`src/rtl/event_if.sv`:
```
// event_if: event handshake between event_capture (master) and the convolution core (slave)
interface event_if #(parameter int EW = 21);
  logic          event_valid;
  logic [EW-1:0] event_data;
  logic          conv_ready;
  logic          conv_ack;
  modport master(output event_valid, event_data, input conv_ready, conv_ack);
  modport slave(input event_valid, event_data, output conv_ready, conv_ack);
endinterface

```
`src/rtl/event_capture.sv`:
```
// event_capture: filters and queues spike events, offering them one at a time to the convolution core
module event_capture #(
  parameter int BITS_PER_COORDINATE = 8,
  parameter int IN_CHANNELS = 4,
  parameter int IMG_WIDTH = 32,
  parameter int IMG_HEIGHT = 32,
  parameter int FIFO_DEPTH = 16,
  localparam int EW = 1 + 2 * BITS_PER_COORDINATE + IN_CHANNELS,
  localparam int AW = $clog2(FIFO_DEPTH),
  localparam int CW = AW + 1
) (
  input  logic                           clk,
  input  logic                           rst,
  input  logic                           in_valid,
  output logic                           in_ready,
  input  logic                           in_timestep,
  input  logic [BITS_PER_COORDINATE-1:0] in_x,
  input  logic [BITS_PER_COORDINATE-1:0] in_y,
  input  logic [IN_CHANNELS-1:0]         in_spikes,
  event_if.master                        ev,
  output logic [CW-1:0]                  fifo_count,
  output logic                           empty,
  output logic                           full,
  output logic [15:0]                    drop_count
);
  typedef enum logic [1:0] {IDLE, OFFER, BUSY} state_t;
  state_t state, state_nx;
  logic [EW-1:0] mem [FIFO_DEPTH];
  logic [AW-1:0] wr_ptr, rd_ptr;
  logic ok, hs, push, pop;
  assign ok = |in_spikes && 32'(in_x) < 32'(IMG_WIDTH) && 32'(in_y) < 32'(IMG_HEIGHT);
  assign hs = in_valid && in_ready;
  assign push = hs && ok;
  assign pop = state == OFFER && ev.conv_ack;
  assign empty = fifo_count == '0;
  assign full = fifo_count == CW'(FIFO_DEPTH);
  assign in_ready = !full;
  assign ev.event_valid = state == OFFER;
  // head stays put until the ack pops it, so the offer is stable for free
  assign ev.event_data = empty ? '0 : mem[rd_ptr];
  always_comb begin
    state_nx = (state == IDLE && !empty && ev.conv_ready) ? OFFER :
               (state == OFFER && ev.conv_ack) ? BUSY :
               (state == BUSY && ev.conv_ready) ? IDLE : state;
  end
  always_ff @(posedge clk) begin
    if (push) mem[wr_ptr] <= {in_timestep, in_x, in_y, in_spikes};
  end
  always_ff @(posedge clk) begin
    if (rst) begin
      state <= IDLE;
      wr_ptr <= '0;
      rd_ptr <= '0;
      fifo_count <= '0;
      drop_count <= '0;
    end else begin
      state <= state_nx;
      if (push) wr_ptr <= wr_ptr + AW'(1);
      if (pop) rd_ptr <= rd_ptr + AW'(1);
      fifo_count <= fifo_count + CW'(push) - CW'(pop);
      if (hs && !ok && drop_count != '1) drop_count <= drop_count + 16'd1;
    end
  end
endmodule

```
`src/flat_wrapper.sv`:
```
// flat-port wrapper written by rule: the top's interface ports become plain ports
module event_capture_flat 
#(
  parameter int BITS_PER_COORDINATE = 8,
  parameter int IN_CHANNELS = 4,
  parameter int IMG_WIDTH = 32,
  parameter int IMG_HEIGHT = 32,
  parameter int FIFO_DEPTH = 16,
  localparam int EW = 1 + 2 * BITS_PER_COORDINATE + IN_CHANNELS,
  localparam int AW = $clog2(FIFO_DEPTH),
  localparam int CW = AW + 1
)
  (clk, rst, in_valid, in_ready, in_timestep, in_x, in_y, in_spikes, fifo_count, empty, full, drop_count, ev_event_valid, ev_event_data, ev_conv_ready, ev_conv_ack);
  event_if ev_i ();
  input  logic clk;
  input  logic rst;
  input  logic in_valid;
  output logic in_ready;
  input  logic in_timestep;
  input  logic [BITS_PER_COORDINATE-1:0] in_x;
  input  logic [BITS_PER_COORDINATE-1:0] in_y;
  input  logic [IN_CHANNELS-1:0] in_spikes;
  output logic [CW-1:0] fifo_count;
  output logic empty;
  output logic full;
  output logic [15:0] drop_count;
  output wire logic [$bits(ev_i.event_valid)-1:0] ev_event_valid;
  output wire logic [$bits(ev_i.event_data)-1:0] ev_event_data;
  input wire logic [$bits(ev_i.conv_ready)-1:0] ev_conv_ready;
  input wire logic [$bits(ev_i.conv_ack)-1:0] ev_conv_ack;
  assign ev_event_valid = ev_i.event_valid;
  assign ev_event_data = ev_i.event_data;
  assign ev_i.conv_ready = ev_conv_ready;
  assign ev_i.conv_ack = ev_conv_ack;
  event_capture #(.BITS_PER_COORDINATE(BITS_PER_COORDINATE), .IN_CHANNELS(IN_CHANNELS), .IMG_WIDTH(IMG_WIDTH), .IMG_HEIGHT(IMG_HEIGHT), .FIFO_DEPTH(FIFO_DEPTH)) u_core (.clk(clk), .rst(rst), .in_valid(in_valid), .in_ready(in_ready), .in_timestep(in_timestep), .in_x(in_x), .in_y(in_y), .in_spikes(in_spikes), .ev(ev_i), .fifo_count(fifo_count), .empty(empty), .full(full), .drop_count(drop_count));
endmodule
```
`config.mk`:
```
export PLATFORM = sky130hd
export DESIGN_NAME = event_capture_flat
export DESIGN_NICKNAME = d
export VERILOG_FILES = /design/src/rtl/event_if.sv /design/src/rtl/event_capture.sv /design/src/flat_wrapper.sv
export SDC_FILE = /design/constraint.sdc
export NUM_CORES = 1
export LEC_CHECK = 0
export CELL_PAD_IN_SITES_DETAIL_PLACEMENT = 0
export CELL_PAD_IN_SITES_GLOBAL_PLACEMENT = 2
export CORE_ASPECT_RATIO = 0.5
export CORE_UTILIZATION = 50
export DETAILED_ROUTE_END_ITERATION = 7
export MAX_ROUTING_LAYER = met4
export PLACE_DENSITY = 0.92
export SLEW_MARGIN = 20
export SYNTH_ARGS = -nofsm -noshare
export SYNTH_HDL_FRONTEND = slang
export SYNTH_SLANG_ARGS = --single-unit
```
`constraint.sdc`:
```
create_clock -name clk -period 5.3 [get_ports clk]
set_input_delay 1.06 -clock clk [delete_from_list [all_inputs] [get_ports clk]]
set_output_delay 1.06 -clock clk [all_outputs]
set_load 0.02 [all_outputs]
```
# After elaboration in Yosys (flattened, before gate mapping)
# Memory sizes are Yosys's and may differ from the RTL's. A register that Yosys moved wholly into a read port is not among the register bits.
# Cells that the tools add are included.
# word_totals
register_bits,31
ram_bits,336
in_bits,26
wordCells,45
memories,1
# mem_list
name,words,word_bits,read_ports,rd_clocked_by_memory_dff,write_ports,line,text
u_core.mem,16,21,1,1,1,event_capture.sv:28,logic [EW-1:0] mem [FIFO_DEPTH];
# op_classes
add_sub_neg,5
n_lt_le_gt_ge,2
eq_ne,4
n_mux,8
reduce_logical,19
# ops
op,n
21-bit two-way mux,1
"16-bit by 1-bit adder with 16-bit output, second input constant",1
"8-bit by 6-bit < comparator with 1-bit output, second input constant",2
"16-bit != test, second input constant",1
1-bit logical AND,10
"4-bit by 1-bit adder with 4-bit output, second input constant",2
4-bit two-way mux,2
5-bit by 1-bit adder with 5-bit output,1
"5-bit equality test, second input constant",1
5-bit zero test,1
5-bit by 1-bit subtractor with 5-bit output,1
2-bit two-way mux,2
4-bit OR reduction,1
1-bit zero test,3
1-bit two-way mux,3
3-bit nonzero test,1
"2-bit by 1-bit equality test with 1-bit output, second input constant",1
"2-bit equality test, second input constant",1
2-bit zero test,1
2-bit nonzero test,1
2-bit OR reduction,1

# Logic depth before layout (Yosys ltp)
# logic_depth
depth_word,6
mapped_depth,12
mapped_depth_nobuf,11

# Worst setup path after synthesis
# No wires, ideal clock.
# synth_path
path_kind,input port to flip-flop
from,in in_spikes[1]
to,reg u_core.fifo_count[4]
setup_time_ps,70
t_arrival_ps,3319
slack_ps,1910
stages,10
n_path_buf,1
cell_sequence,nor4_1 -> or3_4 -> nor2_2 -> buf_2 -> ha_1 -> fa_1 -> a21oi_1 -> nor2_1 -> or3_1 -> a21oi_1
# synth_via
elab_chain_cells,6
# synth_lines
element,line,text
"start, declared",flat_wrapper.sv:22,input logic [IN_CHANNELS-1:0] in_spikes;
4-bit OR reduction,event_capture.sv:31,assign ok = |in_spikes && 32'(in_x) < 32'(IMG_WIDTH) && 32'(in_y) < 32'(IMG_HEIGHT);
1-bit logical AND (2 in series),event_capture.sv:31,
1-bit logical AND,event_capture.sv:33,assign push = hs && ok;
named net u_core.push,event_capture.sv:30,"logic ok, hs, push, pop;"
5-bit by 1-bit adder with 5-bit output,event_capture.sv:60,fifo_count <= fifo_count + CW'(push) - CW'(pop);
5-bit by 1-bit subtractor with 5-bit output,event_capture.sv:60,
"end signal, assigned",event_capture.sv:60,
"end, declared",event_capture.sv:21,"output logic [CW-1:0] fifo_count,"
# The timed path passes the listed nets, and every way through them passes these cells.
# A chain may end at the register's enable or synchronous reset.

# Worst setup path after layout
# layout_path
from,reg u_core.fifo_count[3]
to,out ev_event_data[10]
# layout_via
elab_chain_cells,2
# layout_lines
element,line,text
5-bit zero test,event_capture.sv:35,assign empty = fifo_count == '0;
21-bit two-way mux,event_capture.sv:40,assign ev.event_data = empty ? '0 : mem[rd_ptr];
"end, declared",flat_wrapper.sv:28,output wire logic [$bits(ev_i.event_data)-1:0] ev_event_data;
# Every way passes these cells.

==> out/qor.txt <==
====================================================================================
Number of flip-flops and latches in the synthesized netlist                      371
Tightest Pin Transition                                                    0.9628 ns
Cell count after synthesis                                                       737
Clock tree from TritonCTS                                                        yes
Root buffer cell                                                           clkbuf_16
Clock latency reported for the late side of the worst-skew pair              0.59 ns
Type of destination of the critical path                                  output pin
Routed Wire Length                                                         31,730 um
Number of buffers added for setup after CTS                                        0
Count of fill cells added during filler insertion                              1,998
Minimum clock period                                                        4.422 ns
Final antenna diode count                                                          0
CP Launch Type                                                             flip-flop
Result of the run                                                       finished, final reports clean
Crit-path cells                                                         inv_1, ha_1, nor4b_1, or2_2, o22ai_1, clkdlybuf4s50_1
Signal arrival time at the worst endpoint                                    3.36 ns
Max-slew violation total from the final report                                     0
Total of hold buffers inserted after clock tree synthesis                          0
Total CTS buffers                                                                 31
Via count of the first global-routing pass                                     7,547
Total global-route track usage                                                22.26%
Area of combinational cells with multiple inputs                            3636 um2
Count of buffers inserted at the top-level ports                                  71
Remaining antenna violation count after routing                                    0
Main flop type after synthesis                                              edfxtp_1
Fraction of the mapped netlist area in compound gates                         2.602%
Unrepaired setup endpoints after global routing                                false
Minimum setup slack in the final design                                    0.8776 ns
Slowest cell on the critical path                                              or2_2
Core Box Area                                                             28,190 um2
Number of placement rows                                                          43
Antenna violations before repair                                                   0
Hpwl dp                                                                    17,970 um
First-pass iteration count of the detailed router                                  5
Number of buffers on the longest clock path                                        3
Sequential cell area in the final layout                                  10,800 um2
Share of post-route cells with drive strength above 1                         21.14%
Avg Inst Size Synth                                                        19.84 um2
Die span in x                                                               243.8 um
Placement Cell Area                                                       15,960 um2
Multiplexer share of the synthesized area                                     16.35%
Number of I/O pins                                                                72
Starting density of the core                                                  51.86%
Total number of vias                                                           7,563
Max-slew headroom                                                             35.66%
DR WL/cell                                                                  25.53 um
Min-delay worst type                                                      reg -> reg
Cell class contributing the biggest share of worst-path delay           simple AND/OR/NAND/NOR gates
Placement Setup Slack                                                      0.9544 ns
Routability congestion estimate                                               0.7974
Total standard cell area after synthesis                                  14,620 um2
Maximum frequency from static timing analysis                              226.1 MHz
Critical path required time                                                  4.24 ns
Layout Nets                                                                      875
DRT iter0 DRCs                                                                   748
Die Height                                                                  122.9 um
Syn. warnings                                                                      0
Peak per-stage delay on the critical path                                    0.67 ns
Crit-path max FO                                                                  21
Buffering stage count on the worst path with inverters included                    2
Synthesized-area fraction occupied by and/or/nand/nor cells                   4.356%
Net count after synthesis                                                        776
Clock-pin slew on the worst setup and hold paths                             0.07 ns
Part of the Yosys area used for sequential elements                           73.81%
Layout area overhead                                                          16.30%
Global-route wire length before repair                                     47,220 um
Crit path kind                                                            reg -> out
Max cap viols                                                                      0
Die outline area                                                          29,970 um2
Number of remaining DRC errors                                                     0
Lkg Pwr                                                                     5.238 nW
Post-synthesis cell type count                                                    46
Largest family of logic cells by synthesized area                       multiplexers
Largest net degree at the start of global routing                                 48
Number of enable-type register cells in the synthesized netlist                  336
Cell Pwr Density                                                        385.9 nW/um2
Worst-case hold slack                                                      0.5081 ns
Final setup TNS                                                                 0 ns
Largest voltage drop on the vdd net                                        0.2457 mV
Number of sinks handled by clock tree synthesis                                  371
Design Area, Final                                                        17,000 um2
Congestion Overflow GR                                                             0
Setup skew after layout                                                   0.01154 ns
Post-synth ARST share                                                             0%
Via-to-Cell Ratio                                                              6.084
Number of H-tree levels                                                            1
Parity-gate share of the synthesized area counting xor and xnor cells        0.3595%
Period utilisation layout                                                     83.44%
Quantity of gates resized following cts                                            0
Fraction of the mapped netlist area in adder cells                            1.164%
Setup-failing EPs final                                                            0
Final hold vios                                                                    0
====================================================================================
## worst min-delay path: stages, from the launching register on
cell and delay [ns]:
dfxtp_1 0.33, o21ai_0 0.07, a21oi_1 0.06
## final timing paths
| kind | from | end | slack [ns] | cells after the start |
|---|---|---|---|---|
| setup / recovery | u_core.fifo_count[3]$_SDFF_PP0_ | ev_event_data[10] | 0.88 | 6 |
| hold / removal | u_core.state[0]$_SDFFE_PP0P_ | u_core.state[0]$_SDFFE_PP0P_ | 0.51 | 2 |
| setup reg to reg | u_core.fifo_count[3]$_SDFF_PP0_ | u_core.mem[15][14]$_DFFE_PP_ | 2.48 | 7 |
| hold reg to reg | u_core.state[0]$_SDFFE_PP0P_ | u_core.state[0]$_SDFFE_PP0P_ | 0.51 | 2 |
## stage by stage
step,power [W],instances,util [%]
after floorplan,0.003881,737,-
after global placement,0.004283,1185,56.62
after detailed placement,0.004297,1185,56.62
after CTS,0.006605,1243,60.31
after global routing,0.006765,1243,60.31
final,0.006561,1243,60.31
## cells in the mapped netlist, types with 2 or more instances
library cell	n	area share (%)
nand4_1	7	0.30
buf_1	6	0.15
nor3_1	3	0.10
a21oi_1	17	0.58
nand2b_1	2	0.086
inv_1	11	0.28
xor2_1	3	0.18
nor4_1	4	0.17
nor4b_1	2	0.12
and3_1	14	0.60
ha_1	12	1.0
buf_2	9	0.31
or3_1	5	0.21
nand2_1	7	0.18
o22ai_1	21	0.90
mux4_2	84	13
mux2_2	6	0.46
and4_1	7	0.42
nor2_1	19	0.49
clkbuf_1	22	0.56
o31ai_1	7	0.36
nand3_1	8	0.27
nor2b_1	10	0.43
edfxtp_1	336	69
o21ai_0	7	0.24
o41ai_1	2	0.12
xnor2_1	3	0.18
or2_2	3	0.13
dfxtp_1	35	4.8
mux2i_1	43	2.9
or4_1	7	0.36
## registers in the layout (all words and copies together), names as in the netlist, named ones only
register	flops
u_core.wr_ptr	4
u_core.mem	336
u_core.fifo_count	5
u_core.state	2
u_core.drop_count	16
u_core.rd_ptr	4
## power breakdown
group          internal, W  leakage [nW]  switching (W)
clock network      0.00128         0.505        0.00105
logic             0.000453          1.43       0.000525
registers          0.00321          3.30      0.0000455
total              0.00494          5.24        0.00162
## area by class of cell
type | instances | area share, %
flip-flops and latches | 371 | 63.51
repair buffers | 104 | 5.931
well taps | 382 | 2.811
clock buffers | 34 | 4.629
inverters | 11 | 0.2428
multi-input cells | 317 | 21.38
clock inverters | 24 | 1.486
## cell usage in the layout, fill, tap and decap left out, drive strengths merged, types with 14 or more instances in the layout
cell,count
and3,14
o22ai,21
dfxtp,35
mux4,84
a21oi,17
clkdlybuf4s50,71
mux2i,43
buf,33
nor2,20
clkinv,18
edfxtp,336
clkbuf,34
## layer usage
metal  wire length (um)  track usage, %  vias to the layer above  share of wire (%)
li1                   -               -                     3245                  -
met1              13080           30.24                     3890                 41
met2              15230           35.40                      376                 48
met3               2800           4.102                       52                8.8
met4                624           5.547                        0                2.0
met5                  0               -                        -                  0
## logic make-up (layout without fill, tap and decap cells)
logic type                 after synthesis  in the layout
DFF                                    371            371
buffers and inverters                   49            173
adders and majority gates               13             13
AOI/OAI and AO/OA                       59             59
muxes                                  133            133
xor gates and xnor gates                 6              6
and+or+nand+nor                        106            106
Note: power is estimated with default switching activity, not from simulation.
